## config.mk

```make
export PLATFORM = sky130hd
export DESIGN_NAME = mem_wb_stage_flat
export DESIGN_NICKNAME = d
export VERILOG_FILES = /design/src/rtl/mem_wb_if.sv /design/src/rtl/mem_wb_stage.sv /design/src/flat_wrapper.sv
export SDC_FILE = /design/constraint.sdc
export NUM_CORES = 1
export LEC_CHECK = 0
export ABC_AREA = 1
export BUFFER_PORTS_ARGS = -buffer_cell sky130_fd_sc_hd__buf_2
export CAP_MARGIN = 15
export CORE_ASPECT_RATIO = 1.25
export CORE_MARGIN = 2
export CORE_UTILIZATION = 45
export CTS_BUF_LIST = sky130_fd_sc_hd__clkbuf_4 sky130_fd_sc_hd__clkbuf_8 sky130_fd_sc_hd__clkbuf_16
export DETAILED_ROUTE_END_ITERATION = 12
export HOLD_SLACK_MARGIN = 0.1
export PLACE_DENSITY = 0.76
export RECOVER_POWER = 25
export SYNTH_ARGS = -nofsm -noshare
export SYNTH_HDL_FRONTEND = slang
export SYNTH_SLANG_ARGS = --single-unit
export TNS_END_PERCENT = 10
```

## constraint.sdc

```tcl
create_clock -name clk -period 1.52 [get_ports clk]
set_input_delay 0.304 -clock clk [delete_from_list [all_inputs] [get_ports clk]]
set_output_delay 0.304 -clock clk [all_outputs]
set_load 0.05 [all_outputs]
```

## src/rtl/mem_wb_if.sv

```systemverilog
// mem_wb_if: bundles the MEM->WB stage inputs and the register-file write port.
//   Pipeline controls : Stall_i, Flush_i, Valid_i
//   Write-back control: Reg_Write_i, Mem_To_Reg_i, Write_Register_i
//   Load formatting   : Load_Size_i, Load_Unsigned_i, Byte_Offset_i
//   Data              : ALU_Result_i, Mem_Data_i
//   Outputs           : Reg_Write_o, Write_Register_o, Write_Data_o, Valid_o, Retired_o
// The slave modport is the stage; the master modport is whoever drives it.
interface mem_wb_if #(
  parameter int unsigned N_bits = 32
);
  logic              Stall_i;
  logic              Flush_i;
  logic              Valid_i;
  logic              Reg_Write_i;
  logic              Mem_To_Reg_i;
  logic [1:0]        Load_Size_i;
  logic              Load_Unsigned_i;
  logic [1:0]        Byte_Offset_i;
  logic [N_bits-1:0] ALU_Result_i;
  logic [N_bits-1:0] Mem_Data_i;
  logic [4:0]        Write_Register_i;
  logic              Reg_Write_o;
  logic [4:0]        Write_Register_o;
  logic [N_bits-1:0] Write_Data_o;
  logic              Valid_o;
  logic [31:0]       Retired_o;

  modport master (
    output Stall_i, Flush_i, Valid_i, Reg_Write_i, Mem_To_Reg_i, Load_Size_i,
           Load_Unsigned_i, Byte_Offset_i, ALU_Result_i, Mem_Data_i, Write_Register_i,
    input  Reg_Write_o, Write_Register_o, Write_Data_o, Valid_o, Retired_o
  );

  modport slave (
    input  Stall_i, Flush_i, Valid_i, Reg_Write_i, Mem_To_Reg_i, Load_Size_i,
           Load_Unsigned_i, Byte_Offset_i, ALU_Result_i, Mem_Data_i, Write_Register_i,
    output Reg_Write_o, Write_Register_o, Write_Data_o, Valid_o, Retired_o
  );
endinterface

```

## src/rtl/mem_wb_stage.sv

```systemverilog
// mem_wb_stage: MEM/WB pipeline register for the MIPS datapath.
// Selects ALU result or load data (big-endian byte/half extraction with sign or
// zero extension), registers it with the destination and write enable, and
// drives the register file write port. Supports stall (hold) and flush (bubble,
// priority over stall); writes to $zero are suppressed. Retired_o counts
// instructions leaving WB.
//   clk   : rising-edge clock
//   reset : asynchronous active-low clear of all state
//   bus   : mem_wb_if slave (stage inputs and register-file write port)
module mem_wb_stage #(
  parameter int unsigned N_bits = 32  // load alignment assumes 32
) (
  input logic       clk,
  input logic       reset,
  mem_wb_if.slave   bus
);

  logic [7:0]        w_byte;
  logic [15:0]       w_half;
  logic [N_bits-1:0] w_load;
  logic [N_bits-1:0] w_next_data;
  logic              w_retire;

  logic              r_valid;
  logic              r_reg_write;
  logic [4:0]        r_write_register;
  logic [N_bits-1:0] r_write_data;
  logic [31:0]       r_retired;

  // Big-endian lane select: offset 0 is the most significant byte.
  always_comb begin
    w_byte = 8'h00;
    unique case (bus.Byte_Offset_i)
      2'd0: w_byte = bus.Mem_Data_i[31:24];
      2'd1: w_byte = bus.Mem_Data_i[23:16];
      2'd2: w_byte = bus.Mem_Data_i[15:8];
      2'd3: w_byte = bus.Mem_Data_i[7:0];
      default: w_byte = 8'h00;
    endcase
    // Misaligned halves fall back to the aligned half; no trap is raised here.
    w_half = bus.Byte_Offset_i[1] ? bus.Mem_Data_i[15:0] : bus.Mem_Data_i[31:16];

    unique case (bus.Load_Size_i)
      2'b01: w_load = bus.Load_Unsigned_i ? {{(N_bits-16){1'b0}}, w_half}
                                          : {{(N_bits-16){w_half[15]}}, w_half};
      2'b10: w_load = bus.Load_Unsigned_i ? {{(N_bits-8){1'b0}}, w_byte}
                                          : {{(N_bits-8){w_byte[7]}}, w_byte};
      default: w_load = bus.Mem_Data_i;
    endcase

    w_next_data = bus.Mem_To_Reg_i ? w_load : bus.ALU_Result_i;
  end

  // A flushed instruction already wrote back, so it counts as retired too.
  assign w_retire = r_valid & (bus.Flush_i | ~bus.Stall_i);

  always_ff @(posedge clk or negedge reset) begin
    if (!reset) begin
      r_valid          <= 1'b0;
      r_reg_write      <= 1'b0;
      r_write_register <= 5'd0;
      r_write_data     <= '0;
      r_retired        <= 32'd0;
    end else begin
      if (w_retire) begin
        r_retired <= r_retired + 32'd1;
      end
      if (bus.Flush_i) begin
        r_valid <= 1'b0;
      end else if (!bus.Stall_i) begin
        r_valid          <= bus.Valid_i;
        r_reg_write      <= bus.Reg_Write_i;
        r_write_register <= bus.Write_Register_i;
        r_write_data     <= w_next_data;
      end
    end
  end

  assign bus.Reg_Write_o      = r_valid & r_reg_write & (r_write_register != 5'd0);
  assign bus.Write_Register_o = r_write_register;
  assign bus.Write_Data_o     = r_write_data;
  assign bus.Valid_o          = r_valid;
  assign bus.Retired_o        = r_retired;

endmodule

```

## src/flat_wrapper.sv

```systemverilog
// flat-port wrapper written by rule: the top's interface ports become plain ports
module mem_wb_stage_flat 
#(
  parameter int unsigned N_bits = 32                              
)
  (clk, reset, bus_Stall_i, bus_Flush_i, bus_Valid_i, bus_Reg_Write_i, bus_Mem_To_Reg_i, bus_Load_Size_i, bus_Load_Unsigned_i, bus_Byte_Offset_i, bus_ALU_Result_i, bus_Mem_Data_i, bus_Write_Register_i, bus_Reg_Write_o, bus_Write_Register_o, bus_Write_Data_o, bus_Valid_o, bus_Retired_o);
  mem_wb_if #(.N_bits(N_bits)) bus_i ();
  input logic clk;
  input logic reset;
  input wire logic [$bits(bus_i.Stall_i)-1:0] bus_Stall_i;
  input wire logic [$bits(bus_i.Flush_i)-1:0] bus_Flush_i;
  input wire logic [$bits(bus_i.Valid_i)-1:0] bus_Valid_i;
  input wire logic [$bits(bus_i.Reg_Write_i)-1:0] bus_Reg_Write_i;
  input wire logic [$bits(bus_i.Mem_To_Reg_i)-1:0] bus_Mem_To_Reg_i;
  input wire logic [$bits(bus_i.Load_Size_i)-1:0] bus_Load_Size_i;
  input wire logic [$bits(bus_i.Load_Unsigned_i)-1:0] bus_Load_Unsigned_i;
  input wire logic [$bits(bus_i.Byte_Offset_i)-1:0] bus_Byte_Offset_i;
  input wire logic [$bits(bus_i.ALU_Result_i)-1:0] bus_ALU_Result_i;
  input wire logic [$bits(bus_i.Mem_Data_i)-1:0] bus_Mem_Data_i;
  input wire logic [$bits(bus_i.Write_Register_i)-1:0] bus_Write_Register_i;
  output wire logic [$bits(bus_i.Reg_Write_o)-1:0] bus_Reg_Write_o;
  output wire logic [$bits(bus_i.Write_Register_o)-1:0] bus_Write_Register_o;
  output wire logic [$bits(bus_i.Write_Data_o)-1:0] bus_Write_Data_o;
  output wire logic [$bits(bus_i.Valid_o)-1:0] bus_Valid_o;
  output wire logic [$bits(bus_i.Retired_o)-1:0] bus_Retired_o;
  assign bus_i.Stall_i = bus_Stall_i;
  assign bus_i.Flush_i = bus_Flush_i;
  assign bus_i.Valid_i = bus_Valid_i;
  assign bus_i.Reg_Write_i = bus_Reg_Write_i;
  assign bus_i.Mem_To_Reg_i = bus_Mem_To_Reg_i;
  assign bus_i.Load_Size_i = bus_Load_Size_i;
  assign bus_i.Load_Unsigned_i = bus_Load_Unsigned_i;
  assign bus_i.Byte_Offset_i = bus_Byte_Offset_i;
  assign bus_i.ALU_Result_i = bus_ALU_Result_i;
  assign bus_i.Mem_Data_i = bus_Mem_Data_i;
  assign bus_i.Write_Register_i = bus_Write_Register_i;
  assign bus_Reg_Write_o = bus_i.Reg_Write_o;
  assign bus_Write_Register_o = bus_i.Write_Register_o;
  assign bus_Write_Data_o = bus_i.Write_Data_o;
  assign bus_Valid_o = bus_i.Valid_o;
  assign bus_Retired_o = bus_i.Retired_o;
  mem_wb_stage #(.N_bits(N_bits)) u_core (.clk(clk), .reset(reset), .bus(bus_i));
endmodule
```

==> results.tsv, run 1 <==
metric	value	unit
design.die.area	10800	µm²
hp-class	primary input to register	
clock_sinks	71	
cts_buffer_depth	2	
synth_nets	804	
min_period	1.67	ns
drt_pre_antenna_iters	5	
cts_buffers	9	
fin_nets	978	
routabilityCongestion	0.961	
criticalPathCategory	register to output pin	
antenna_left	0	
antenna_found_initial	0	
seq_power_share	0.353	
rsz0062_at_grt	true	
hold_viol_final	0	
worst_setup_path_start_kind	register	
drv_slew	0	
area_delta_synth_final	34.6	%
core_area	9660	µm²
path_clk_slew	0.06	ns
p_comb_frac	0.290	
p_sw	2.38	mW
maxCapViolations	0	
start_util	0.464	
syn_area	4490	µm²
synth_cell_types	23	
htree_levels	3	
tns	-0.146	ns
portBuffers	151	
grt_max_degree	49	
path_cells	inv_2, nand3_2, o311ai_2, inv_1, buf_6	
grt_pass1_vias	4827	
vias	4992	
setup_viol	1	
fmax	600	MHz
slowest_stage	dfrtp_1	
overflow	0	
tightest_slew	0.498	ns
violations	negative setup slack	
root_buffer	clkbuf_16	
die_x	93.3	µm
grt_pass1_wl	21.8	mm
syn_area_per_cell	6.23	µm²
route.detailed.drc	0	
crit_path_end_kind	output pin	
drt_iter0_markers	198	
dp_cells	1005	
period_share	1.10	
path_max_fanout	2	
placed_cell_area	5630	µm²
synth_cells	720	
grt_use_total	0.254	
diodes	0	
fin_cells	1025	
finalInstanceArea	6040	µm²
rows	40	
yosys_warnings	0	
clock_skew	0.00492	ns
drive_above_1_share	0.273	
ys_ff_latch	71	
swShare	0.362	
leakagePower	3.28	nW
routed_wirelength	13.3	mm
seq_area_frac_synth	0.396	
power_frac_clock	0.358	
worstPathArrival	1.36	ns
final.setup.worst_slack	-0.146	ns
dpl.hpwl	10.3	mm
wire_per_inst	13.0	µm
ir_drop	0.554	mV
cp.required	1.22	ns
ios	152	
clk_latency	0.33	ns
die_y	116	µm
viasPerCell	4.87	
cts_tree	yes	
status	finished with violations	
max-slew-margin-rel	0.668	
p_per_area	1090	nW/µm²
slowest_delay	0.40	ns
p_int	4.19	mW
-- stage by stage --
stage | setup WS [ns] | util | total power [mW] | hold slack, ns
finish | -0.146 | 0.625 | 6.56 | 0.176
detailed placement | -0.0853 | 0.583 | 4.23 | 0.136
floorplan | -0.0716 | - | 3.60 | 0.00841
CTS | -0.132 | 0.619 | 6.61 | 0.171
global route | -0.190 | 0.625 | 6.86 | 0.186
global placement | -0.0565 | 0.583 | 4.19 | 0.136
-- worst max-delay path: cells and delay by family (launching register included) --
| family | cells | cell delay [ns] |
|---|---|---|
| AOI/OAI and AO/OA | 1 | 0.25 |
| DFF | 1 | 0.40 |
| and+or+nand+nor | 1 | 0.08 |
| buffers and inverters | 3 | 0.30 |
-- layout by cell type, fill, tap and decap left out, drive strengths merged, types with 2 or more instances in the layout --
cell    Yosys  layout
nand2     316     316
buf         6     183
nor2      125     125
dfrtp      71      71
a21oi      63      63
inv        57      58
nand3      22      22
clkbuf     19      16
o21ai      13      13
xor2        8       8
xnor2       5       5
nand4       4       4
nor3        3       3
ha          3       3
clkinv      2       2
bufinv      0       2
-- sequential cells by signal, indices dropped and copies added (netlist names) --
| register | count |
|---|---|
| u_core.bus.Retired_o | 32 |
| u_core.bus.Write_Data_o | 32 |
| u_core.bus.Write_Register_o | 5 |
| u_core.bus.Valid_o | 1 |
| u_core.r_reg_write | 1 |
-- repair_timing --
| action | 4_1_cts | 5_1_grt |
|---|---|---|
| setup buffers | 0 | 3 |
| resized for setup | 3 | 22 |
| endpoints found under the hold margin | 71 | 0 |
| pin swaps | 0 | 1 |
| setup endpoints to repair | 1 | 15 |
| hold buffers | 1 | 0 |
-- routing by layer --
metal	vias up	wire length [µm]	global-route usage
met4	0	425	0.109
li1	2573	-	-
met2	191	6810	0.469
met5	-	0	0
met3	34	764	0.0416
met1	2194	5300	0.288
-- cell usage after synthesis --
master / count / area, µm²
o21bai_1: 1 / 7.51
ha_1: 3 / 37.5
o21ai_0: 12 / 60.1
nand3_1: 22 / 110
o311ai_0: 1 / 8.76
nor2_2: 1 / 6.26
clkinv_1: 2 / 7.51
inv_2: 1 / 3.75
nand2_2: 2 / 12.5
dfrtp_1: 71 / 1780
nand4_1: 4 / 25.0
nand2_1: 314 / 1180
clkbuf_1: 19 / 71.3
xor2_1: 8 / 70.1
buf_2: 5 / 25.0
inv_1: 56 / 210
nor2_1: 124 / 465
xnor2_1: 5 / 43.8
nand3b_1: 1 / 7.51
buf_6: 1 / 11.3
a21oi_1: 63 / 315
nor3_1: 3 / 15.0
o21ai_4: 1 / 16.3
-- power by group through the flow --
stage               registers, mW  logic, mW  clock network (mW)
floorplan                    3.04      0.567                   0
global placement             2.33       1.86                   0
detailed placement           2.34       1.89                   0
CTS                          2.31       1.90                2.40
global route                 2.34       2.06                2.46
finish                       2.31       1.90                2.35
-- kinds of logic (layout without fill, tap and decap cells) --
| logic type | after synthesis | in the layout | share of synthesized area |
|---|---|---|---|
| buffers and inverters | 84 | 263 | 0.0734 |
| XOR/XNOR | 13 | 13 | 0.0254 |
| adder cells (fa/ha/maj) | 3 | 3 | 0.00837 |
| AO/OA/AOI/OAI | 78 | 78 | 0.0909 |
| AND/OR/NAND/NOR | 471 | 471 | 0.406 |
| flip-flops | 71 | 71 | 0.396 |
-- layout make-up --
cell class | count | area, µm²
inverters | 59 | 221
fillers | 965 | 3620
repair buffers | 188 | 1060
well taps | 126 | 158
multi-input cells | 565 | 2470
flip-flops and latches | 71 | 1800
clock buffers | 12 | 260
clock inverters | 4 | 76.3
-- final timing paths --
path,startpoint,endpoint,slack [ns],cells past startpoint
min reg2reg,u_core.bus.Write_Data_o[25],u_core.bus.Write_Data_o[25],0.47,2
max reg2reg,u_core.bus.Retired_o[0],u_core.bus.Retired_o[18],0.09,8
min,bus_Valid_i,u_core.bus.Valid_o,0.18,3
max in group asynchronous,reset,u_core.bus.Valid_o,0.23,3
max,u_core.bus.Write_Register_o[2],bus_Reg_Write_o,-0.15,5
min in group asynchronous,reset,u_core.bus.Retired_o[9],0.42,2
(Power assumes the default switching activity.)
==> inputs of run 2 (changes only) <==
--- a/config.mk
+++ b/config.mk
@@ -5,16 +5,16 @@
 export SDC_FILE = /design/constraint.sdc
 export NUM_CORES = 1
 export LEC_CHECK = 0
-export ABC_AREA = 1
 export BUFFER_PORTS_ARGS = -buffer_cell sky130_fd_sc_hd__buf_2
 export CAP_MARGIN = 15
 export CORE_ASPECT_RATIO = 1.25
 export CORE_MARGIN = 2
-export CORE_UTILIZATION = 45
+export CORE_UTILIZATION = 44
 export CTS_BUF_LIST = sky130_fd_sc_hd__clkbuf_4 sky130_fd_sc_hd__clkbuf_8 sky130_fd_sc_hd__clkbuf_16
 export DETAILED_ROUTE_END_ITERATION = 12
+export GPL_TIMING_DRIVEN = 0
 export HOLD_SLACK_MARGIN = 0.1
-export PLACE_DENSITY = 0.76
+export PLACE_DENSITY = 0.77
 export RECOVER_POWER = 25
 export SYNTH_ARGS = -nofsm -noshare
 export SYNTH_HDL_FRONTEND = slang
==> results.tsv, run 2 <==
metric	value	unit
setup_viol	19	
fin_cells	676	
overflow	0	
dp_cells	637	
cts_hold_buf	0	
cts_buffers	9	
die_y	107	µm
path_max_fanout	2	
area_delta_synth_final	36.6	%
clock_sinks	71	
cp.required	1.22	ns
clk_latency	0.35	ns
finalInstanceArea	5120	µm²
worstPathArrival	1.56	ns
ir_drop	0.699	mV
synth_cell_types	40	
period_share	1.22	
hold_viol_final	0	
drt_pre_antenna_iters	6	
crit_path_end_kind	output pin	
core_area	8240	µm²
ios	152	
synth_most_common_cell	dfrtp_1	
clock_skew	0.00246	ns
drt_iter0_markers	137	
antenna_found_initial	0	
synth_nets	474	
grt_pass1_vias	3591	
synth_top_cell_area_share	0.474	
fmax	538	MHz
tightest_slew	0.977	ns
p_total	5.85	mW
fin_nets	658	
path_clk_slew	0.07	ns
cts_tree	yes	
grt_pass1_wl	17.3	mm
violations	negative setup slack	
seq_area_frac_synth	0.474	
syn_area_per_cell	9.61	µm²
dominantRegCellSynth	dfrtp_1	
async_flop_share	1.00	
yosys-top-cells-area	dfrtp_1 (47%), xnor2_1 (5.6%), nand2_1 (5.5%)	
max-slew-margin-rel	0.349	
status	finished with violations	
final.setup.worst_slack	-0.339	ns
synth_cells	390	
timing.rr.start	u_core.bus.Retired_o[0]	
routed_wirelength	11.3	mm
n_fill_cell	724	
portBuffers	150	
criticalPathCategory	register to output pin	
viasPerCell	5.53	
root_buffer	clkbuf_8	
design.die.area	9280	µm²
yosys_warnings	0	
worst_setup_path_start_kind	register	
layout_common_cells	buf_2 (150), nand2_1 (54), dfrtp_1 (51)	
grt_use_total	0.241	
drive_above_1_share	0.416	
synth_edf_count	0	
start_util	0.455	
drv_slew	0	
reg2regPathDepth	6	
dpl.hpwl	8.28	mm
antenna_left	0	
final_common_cell	buf_2	
syn_area	3750	µm²
wire_per_inst	16.7	µm
placed_cell_area	4660	µm²
hp-class	primary input to asynchronous set/reset pin	
maxCapViolations	0	
die_x	86.6	µm
routabilityCongestion	0.920	
vias	3735	
diodes	0	
ys_ff_latch	71	
p_per_area	1140	nW/µm²
synth.largest_area_cell	dfrtp_1	
rsz0062_at_grt	true	
synth_commonest_cells	dfrtp_1 (71), nand2_1 (55), nor2_1 (29), a21oi_1 (25), xnor2_1 (24)	
reg2reg_to	u_core.bus.Retired_o[28]	
rows	37	
min_period	1.86	ns
grt_max_degree	72	
route.detailed.drc	0	
htree_levels	3	
r2r_slack	-0.12	ns
leakagePower	2.54	nW
cts_buffer_depth	2	
## run 2: cell count changes in the layout (fill, tap and decap cells not counted), sizes merged, moves of 8 or more
cell    delta
a21oi     -38
clkbuf    +15
inv       -55
mux2i      +8
nand2    -260
nand2b     +9
nand3      -8
nor2      -96
nor3b      +9
o221ai    +15
or3       +17
xnor2     +19
## run 2: metal layers
metal	track usage	up-vias	wire, µm
met5	0	-	0
met4	0.118	0	365
met2	0.405	163	5700
li1	-	1756	-
met3	0.0523	25	663
met1	0.288	1791	4550
## run 2: cell families (layout without fill, tap and decap cells)
family	after synthesis	count (layout)	synth area share
flip-flops	71	71	0.474
adder cells (fa/ha/maj)	3	3	0.0100
AO/OA/AOI/OAI	83	83	0.142
AND/OR/NAND/NOR	165	165	0.237
XOR/XNOR	31	31	0.0724
buffers and inverters	25	214	0.0280
multiplexers	12	12	0.0364
## run 2: timing repair
item / in CTS / in global routing
pin swaps: 6 / 10
buffers inserted: 2 / 22
gates cloned: 0 / 0
resized for setup: 10 / 9
setup endpoints to repair: 38 / 42
## run 2: worst max-delay path by stage
stage / startpoint / end / slack (ns) / depth (start not counted)
after floorplan: u_core.bus.Retired_o[4] / u_core.bus.Retired_o[28] / -0.27 / 5
after global placement: bus_Load_Size_i[0] / u_core.bus.Write_Data_o[26] / -0.64 / 8
after detailed placement: bus_Load_Size_i[0] / u_core.bus.Write_Data_o[28] / -0.65 / 8
after CTS: u_core.bus.Write_Register_o[1] / bus_Reg_Write_o / -0.36 / 3
after global routing: u_core.bus.Write_Register_o[1] / bus_Reg_Write_o / -0.40 / 3
final: u_core.bus.Write_Register_o[1] / bus_Reg_Write_o / -0.34 / 3
## run 2: critical path, stage by stage (launching register included)
cell	delay (ns)
dfrtp_1	0.38
or3_1	0.36
o311a_1	0.30
buf_6	0.16
## run 2: metrics by stage
| stage | util | TNS, ns | hold WS (ns) | setup WS [ns] |
|---|---|---|---|---|
| CTS | 0.597 | -1.54 | 0.103 | -0.357 |
| floorplan | - | -5.45 | 0.00841 | -0.271 |
| detailed placement | 0.566 | -18.12 | 0.459 | -0.651 |
| global placement | 0.566 | -35.56 | 0.459 | -0.638 |
| global route | 0.621 | -3.73 | 0.135 | -0.401 |
| finish | 0.621 | -1.27 | 0.136 | -0.339 |
## run 2: power breakdown
group	switching, mW	internal, mW	leakage (nW)
combinational	1.36	0.552	1.55
clock	0.719	0.906	0.113
sequential	0.185	2.13	0.873
## run 2: cell type report
cell class | instances | area (µm²) | area share
buffer | 21 | 96.3 | 0.0188
multi-input combinational | 294 | 1940 | 0.378
timing repair buffer | 174 | 940 | 0.184
tap | 97 | 121 | 0.0237
inverter | 3 | 11.3 | 0.00220
clock buffer | 13 | 173 | 0.0337
sequential | 71 | 1800 | 0.352
clock inverter | 3 | 40.0 | 0.00782
==> inputs of run 3 (changes only) <==
--- a/config.mk
+++ b/config.mk
@@ -7,7 +7,6 @@
 export LEC_CHECK = 0
 export BUFFER_PORTS_ARGS = -buffer_cell sky130_fd_sc_hd__buf_2
 export CAP_MARGIN = 15
-export CORE_ASPECT_RATIO = 1.25
 export CORE_MARGIN = 2
 export CORE_UTILIZATION = 44
 export CTS_BUF_LIST = sky130_fd_sc_hd__clkbuf_4 sky130_fd_sc_hd__clkbuf_8 sky130_fd_sc_hd__clkbuf_16
==> results.tsv, run 3 (synthesized netlist as in run 2, its figures left out) <==
metric	value	unit
core_area	8260	µm²
rsz0062_at_grt	true	
cts_buffers	9	
p_per_area	1190	nW/µm²
min_period	1.88	ns
ios	152	
drt_iter0_markers	123	
path_clk_slew	0.08	ns
max-slew-margin-rel	0.356	
hp-class	primary input to asynchronous set/reset pin	
timing.rr.start	u_core.bus.Retired_o[7]	
clock_sinks	71	
crit_cells	3	
clk_latency	0.35	ns
status	finished with violations	
drt_pre_antenna_iters	4	
die_y	96.3	µm
layout_common_cells	buf_2 (150), nand2_1 (54), dfrtp_1 (51)	
cp_top_family	flip-flops	
final_common_cell	buf_2	
finalInstanceArea	5030	µm²
fin_nets	642	
reg2reg_to	u_core.bus.Retired_o[28]	
violations	negative setup slack	
period_share	1.23	
grt_use_total	0.242	
ir_drop	0.690	mV
cts_buffer_depth	2	
path_cells	or3_1, o311a_1, buf_6	
placed_cell_area	4670	µm²
overflow	0	
antenna_found_initial	0	
routed_wirelength	11.1	mm
clock_skew	0.00673	ns
die_x	96.3	µm
reg2regPathDepth	5	
final_util	0.609	
hold_viol_final	0	
cp-startpoint	u_core.bus.Write_Register_o[1]	
dpl.hpwl	8.19	mm
r2r_slack	-0.10	ns
hold_slack	0.130	ns
maxCapViolations	0	
start_util	0.454	
route.detailed.drc	0	
area_delta_synth_final	34.1	%
htree_levels	3	
drive_above_1_share	0.403	
tns	-1.13	ns
cts_tree	yes	
slowest_stage	dfrtp_1	
wire_per_inst	16.6	µm
drv_slew	0	
path_max_fanout	2	
tightest_slew	0.966	ns
grt_max_degree	72	
rows	33	
worst-path-buf-inv	1	
worstPathArrival	1.57	ns
crit_path_end_kind	output pin	
final.setup.worst_slack	-0.357	ns
routabilityCongestion	0.890	
criticalPathCategory	register to output pin	
cp.required	1.22	ns
portBuffers	150	
slowest_delay	0.38	ns
diodes	0	
grt_pass1_vias	3492	
viasPerCell	5.45	
cts_hold_buf	0	
crit_end	bus_Reg_Write_o	
setup_viol	16	
worst_setup_path_start_kind	register	
grt_pass1_wl	17.1	mm
design.die.area	9270	µm²
pre_cts_ws	-0.618	ns
root_buffer	clkbuf_8	
vias	3638	
leakagePower	2.46	nW
fmax	533	MHz
antenna_left	0	
[run 3: cell count changes in the layout (fill, tap and decap cells not counted), sizes merged]
cell / change
buf: -16
bufinv: +1
clkbuf: -2
clkinvlp: +1
[run 3: routing by layer]
layer	part of all wire	routed length [µm]	global-route usage	up-vias
met4	0.012	133	0.0751	0
li1	-	-	-	1729
met1	0.42	4610	0.305	1748
met3	0.080	885	0.0509	11
met5	0	0	0	-
met2	0.49	5470	0.417	150
[run 3: cell type report]
class                   count  area (µm²)
well taps                 105         131
repair buffers            158         822
clock inverters             5        81.3
inverters                   3        11.3
multi-input cells         294        1930
fillers                   746        3230
clock buffers              11         145
plain buffers              21        98.8
flip-flops and latches     71        1800
[run 3: repair_timing]
action                                 in CTS  in global routing
pin swaps                                   6                  5
setup endpoints to repair                  42                 43
endpoints found under the hold margin       0                  0
setup buffers                               2                  6
gates resized for setup                     8                 16
[run 3: how the worst min path moves through the flow]
| stage | start | slack (ns) | to | depth (start not counted) |
|---|---|---|---|---|
| after floorplan | reset | 0.008 | u_core.bus.Retired_o[0] | 0 |
| after global placement | u_core.bus.Retired_o[31] | 0.46 | u_core.bus.Retired_o[31] | 1 |
| after detailed placement | u_core.bus.Retired_o[31] | 0.46 | u_core.bus.Retired_o[31] | 1 |
| after CTS | reset | 0.11 | u_core.bus.Retired_o[8] | 1 |
| after global routing | bus_Reg_Write_i | 0.14 | u_core.r_reg_write | 3 |
| final | reset | 0.13 | u_core.bus.Retired_o[8] | 1 |
[run 3: power breakdown]
part / switching (mW) / internal (mW)
clock: 0.782 / 0.988
combinational: 1.36 / 0.547
sequential: 0.180 / 2.13
total: 2.32 / 3.66
[run 3: metrics by stage]
step / power [mW] / cells
floorplan: 3.58 / 390
global placement: 4.11 / 645
detailed placement: 4.14 / 645
CTS: 5.91 / 662
global route: 6.24 / 668
finish: 5.98 / 668
